File: config.mk
export PLATFORM = sky130hd
export DESIGN_NAME = up_counter_mod_flat
export DESIGN_NICKNAME = d
export VERILOG_FILES = /design/src/rtl/up_counter_mod_if.sv /design/src/rtl/up_counter_mod.sv /design/src/flat_wrapper.sv
export SDC_FILE = /design/constraint.sdc
export NUM_CORES = 1
export LEC_CHECK = 0
export BUFFER_PORTS_ARGS = -buffer_cell sky130_fd_sc_hd__clkbuf_2
export CAP_MARGIN = 20
export CORE_AREA = 2 2 39 41
export DETAILED_ROUTE_END_ITERATION = 6
export DIE_AREA = 0 0 41 43
export PLACE_DENSITY = 0.46
export SETUP_SLACK_MARGIN = 0.4
export SLEW_MARGIN = 20
export SYNTH_ARGS = -nofsm -noshare
export SYNTH_HDL_FRONTEND = slang
export SYNTH_SLANG_ARGS = --single-unit
export TNS_END_PERCENT = 20
File: constraint.sdc
create_clock -name clk -period 0.95 [get_ports clk]
set_input_delay 0.0475 -clock clk [delete_from_list [all_inputs] [get_ports clk]]
set_output_delay 0.0475 -clock clk [all_outputs]
set_load 0.01 [all_outputs]
File: src/rtl/up_counter_mod_if.sv
// Counter control/status bundle: the master drives en/load/load_val/clr_wrap, the counter
// (slave) returns counter/tc/wrap_flag.
interface up_counter_mod_if #(
  parameter int unsigned WIDTH = 4
);
  logic             en;
  logic             load;
  logic [WIDTH-1:0] load_val;
  logic             clr_wrap;
  logic [WIDTH-1:0] counter;
  logic             tc;
  logic             wrap_flag;

  modport master (
    output en, load, load_val, clr_wrap,
    input  counter, tc, wrap_flag
  );

  modport slave (
    input  en, load, load_val, clr_wrap,
    output counter, tc, wrap_flag
  );
endinterface

File: src/rtl/up_counter_mod.sv
// Modulo-MODULUS up counter with parallel load, cascadable terminal count and an optional
// sticky wrap flag built only when UP_COUNTER_WRAP_FLAG_EN is defined.
module up_counter_mod #(
  parameter int unsigned WIDTH   = 4,
  parameter int unsigned MODULUS = 16
) (
  input logic              clk,
  input logic              reset,
  up_counter_mod_if.slave  bus
);

  // MODULUS may equal 2^WIDTH, so compare against MODULUS-1 to stay within WIDTH bits.
  localparam logic [WIDTH-1:0] MaxCount = WIDTH'(MODULUS - 1);

  logic [WIDTH-1:0] counter_d, counter_q;
  logic             at_max;
  logic             tc;

  always_comb begin
    at_max    = (counter_q == MaxCount);
    tc        = at_max & bus.en & ~bus.load;
    counter_d = counter_q;
    if (bus.load) begin
      counter_d = (bus.load_val > MaxCount) ? '0 : bus.load_val;
    end else if (bus.en) begin
      counter_d = at_max ? '0 : counter_q + WIDTH'(1);
    end
  end

  always_ff @(posedge clk or posedge reset) begin
    if (reset) begin
      counter_q <= '0;
    end else begin
      counter_q <= counter_d;
    end
  end

  assign bus.counter = counter_q;
  assign bus.tc      = tc;

`ifdef UP_COUNTER_WRAP_FLAG_EN
  logic wrap_d, wrap_q;

  // Set has priority over clear when a wrap coincides with clr_wrap.
  always_comb begin
    wrap_d = wrap_q;
    if (tc) begin
      wrap_d = 1'b1;
    end else if (bus.clr_wrap) begin
      wrap_d = 1'b0;
    end
  end

  always_ff @(posedge clk or posedge reset) begin
    if (reset) begin
      wrap_q <= 1'b0;
    end else begin
      wrap_q <= wrap_d;
    end
  end

  assign bus.wrap_flag = wrap_q;
`else
  logic unused_clr_wrap;
  assign unused_clr_wrap = bus.clr_wrap;
  assign bus.wrap_flag   = 1'b0;
`endif

endmodule

File: src/flat_wrapper.sv
// flat-port wrapper written by rule: the top's interface ports become plain ports
module up_counter_mod_flat 
#(
  parameter int unsigned WIDTH   = 4,
  parameter int unsigned MODULUS = 16
)
  (clk, reset, bus_en, bus_load, bus_load_val, bus_clr_wrap, bus_counter, bus_tc, bus_wrap_flag);
  up_counter_mod_if #(.WIDTH(WIDTH)) bus_i ();
  input logic clk;
  input logic reset;
  input wire logic [$bits(bus_i.en)-1:0] bus_en;
  input wire logic [$bits(bus_i.load)-1:0] bus_load;
  input wire logic [$bits(bus_i.load_val)-1:0] bus_load_val;
  input wire logic [$bits(bus_i.clr_wrap)-1:0] bus_clr_wrap;
  output wire logic [$bits(bus_i.counter)-1:0] bus_counter;
  output wire logic [$bits(bus_i.tc)-1:0] bus_tc;
  output wire logic [$bits(bus_i.wrap_flag)-1:0] bus_wrap_flag;
  assign bus_i.en = bus_en;
  assign bus_i.load = bus_load;
  assign bus_i.load_val = bus_load_val;
  assign bus_i.clr_wrap = bus_clr_wrap;
  assign bus_counter = bus_i.counter;
  assign bus_tc = bus_i.tc;
  assign bus_wrap_flag = bus_i.wrap_flag;
  up_counter_mod #(.WIDTH(WIDTH), .MODULUS(MODULUS)) u_core (.clk(clk), .reset(reset), .bus(bus_i));
endmodule
==> results.cfg <==
[run_status]
run_status = finished with violations
violations = negative setup slack

[timing]
setup_viol = 7
fin_worst_hold_slack_ns = 0.0221
slew_violations = 0
period_share = 1.28
setup_ws_ns = -0.264
rsz0062_at_grt = true
fmax_mhz = 824
finalClockSkew_ns = 0.00872
hold_violations = 0
fin_crit_ns = 1.21

[logic_synthesis]
syn_nets = 41
ys_top_cells_by_count = nand2_1 (6), dfrtp_1 (4), nor2b_1 (3)
synth.cell_area_um2 = 258
synth.avg_cell_area_um2 = 8.31
synth-seq-area-share = 0.388
yosysMostFrequentCell = nand2_1
synth_top_area_cell = dfrtp_1
synthCells = 31
async_reset_ff_frac = 1.00
ys.flop_type = dfrtp_1
synth.area.top_cells = dfrtp_1 (39%), nand2_1 (8.7%), nor2b_1 (7.3%), ha_1 (4.9%), buf_6 (4.4%)
yosys_warnings = 0
ys_types = 17
synth-edff-count = 0
yosysTopAreaCellShare = 0.388
synth-seq-cells = 4

[place]
postPlaceCellArea_um2 = 340
io_buffers = 12
dp.cells = 59
place_congestion = 0.645

[setup_path]
crit-reg2reg-launch = u_core.bus.counter[1]
worstRegToRegCells = 6
critPathKind = flop to output pin
reg2reg_to = u_core.bus.counter[0]
arrival_ns = 1.17
crit_fanout = 2
critPathRequiredTime_ns = 0.90
worstSetupStartpointType = flop
endpoint_kind = output pin
rrSetupSlack_ns = -0.23

[final_layout]
layout.cells.non_filler = 67
drive_above_1_share = 0.510
layout.nets = 62
finalInstanceArea_um2 = 428
antennaDiodeCount = 0
largest_reg_flops = 4
area_growth_pct = 66.0

[drt]
vias_per_cell = 4.40
firstDrtPassIters = 4
antenna_left = 0
wl_per_cell_um = 9.73
drc = 0
drt-total-wl_um = 652
drt_iter0_markers = 5
vias = 295

[hold_path]
min_delay_path_depth = 3
hold_class = input port to flop
hold_path.startpoint = bus_load_val[1]
holdPathEnd = u_core.bus.counter[1]

[clocking]
ctsHtreeMaxLevel = 1
cts_tree = built
root_buffer = clkbuf_4
clk_pin_slew_ns = 0.04
numCtsBuffers = 3
ctsLongestPathBuffers = 2
clock_latency_ns = 0.23
cts_sinks = 4

[floorplan]
coreArea_mm2 = 0.00138
row_count = 14
dieArea_mm2 = 0.00176
initial_core_util = 0.186
ios = 15
dieHeight_um = 43
chipWidth_um = 41

[global_route]
antenna_found_initial = 0
grt_use_met2 = 0.128
grt_use_met1 = 0.111
grt_start_max_net_pins = 11
grt_pass1_wl_um = 1070
top_usage_layer = met2
grt.total_usage = 0.100
grt_use_met3 = 0.0628
grt_pass1_vias = 263
gr-total-overflow = 0

[power_and_ir_drop]
p_per_area_mw_per_mm2 = 1440
power_leakage_uw = 0.000201
ir_worst_vdd_uv = 489

[flow_run]
cap_violations = 0
[final cells by class]
| type | instances | area, um2 |
|---|---|---|
| Tap cell | 16 | 20.0 |
| Timing Repair Buffer | 18 | 111 |
| Fill cell | 147 | 956 |
| Multi-Input combinational cell | 24 | 165 |
| Sequential cell | 4 | 101 |
| Inverter | 1 | 3.75 |
| Clock buffer | 4 | 26.3 |
[layer usage]
layer	up-vias	share of wire
met5	-	0
met4	0	0.012
met3	2	0.084
met2	11	0.49
met1	140	0.42
li1	142	-
[per-stage QoR]
| stage | worst slack, ns | setup TNS, ns | utilization | total power, uW |
|---|---|---|---|---|
| global route | -0.354 | -1.28 | 0.309 | 671 |
| CTS | -0.268 | -0.745 | 0.304 | 624 |
| global placement | -0.0663 | -0.302 | 0.246 | 353 |
| floorplan | -0.0920 | -0.404 | - | 293 |
| detailed placement | -0.0794 | -0.323 | 0.246 | 354 |
| finish | -0.264 | -0.863 | 0.309 | 615 |
[power breakdown]
part,switching [uW],internal (uW)
Clock,66.1,157
Combinational,82.6,92.2
Sequential,24.4,192
[how the worst max path moves through the flow]
stage	endpoint	from	cells past startpoint	slack [ns]
after floorplan	u_core.bus.counter[2]	u_core.bus.counter[0]	4	-0.09
after global placement	bus_tc	u_core.bus.counter[1]	4	-0.07
after detailed placement	u_core.bus.counter[1]	u_core.bus.counter[0]	3	-0.08
after CTS	bus_tc	u_core.bus.counter[1]	4	-0.27
after global routing	bus_tc	u_core.bus.counter[1]	4	-0.35
final	bus_tc	u_core.bus.counter[1]	4	-0.26
[kinds of logic (layout without fill, tap and decap cells)]
| family | count (synthesis) | in the layout | share of synthesized area |
|---|---|---|---|
| buffers and inverters | 3 | 23 | 0.0874 |
| adders and majority gates | 1 | 1 | 0.0485 |
| xor gates and xnor gates | 1 | 1 | 0.0340 |
| other | 1 | 1 | 0.0145 |
| AOI/OAI and AO/OA | 7 | 7 | 0.146 |
| and+or+nand+nor | 13 | 13 | 0.243 |
| DFF | 4 | 4 | 0.388 |
| muxes | 1 | 1 | 0.0388 |
[cells in the final DEF (no fill, tap or decap), types with 2 or more instances in the layout]
| cell | instances |
|---|---|
| clkbuf_2 | 9 |
| nand2_1 | 6 |
| buf_4 | 4 |
| nor2b_1 | 3 |
| o21ai_1 | 3 |
| clkbuf_4 | 3 |
| buf_2 | 3 |
| dfrtp_1 | 3 |
| a21oi_2 | 2 |
[what timing repair did]
item | CTS | global route
setup endpoints to repair | 9 | 9
setup buffers | 2 | 1
pin swaps | 2 | 2
hold buffers | 1 | 0
gates resized for setup | 7 | 3
hold endpoints to repair | 4 | 0
[worst max-delay path, cell delays in order (launching register included)]
cell and delay [ns]:
dfrtp_1 0.39, ha_4 0.15, nand3_2 0.08, nor3b_2 0.17, buf_2 0.14
(Power assumes the default switching activity.)
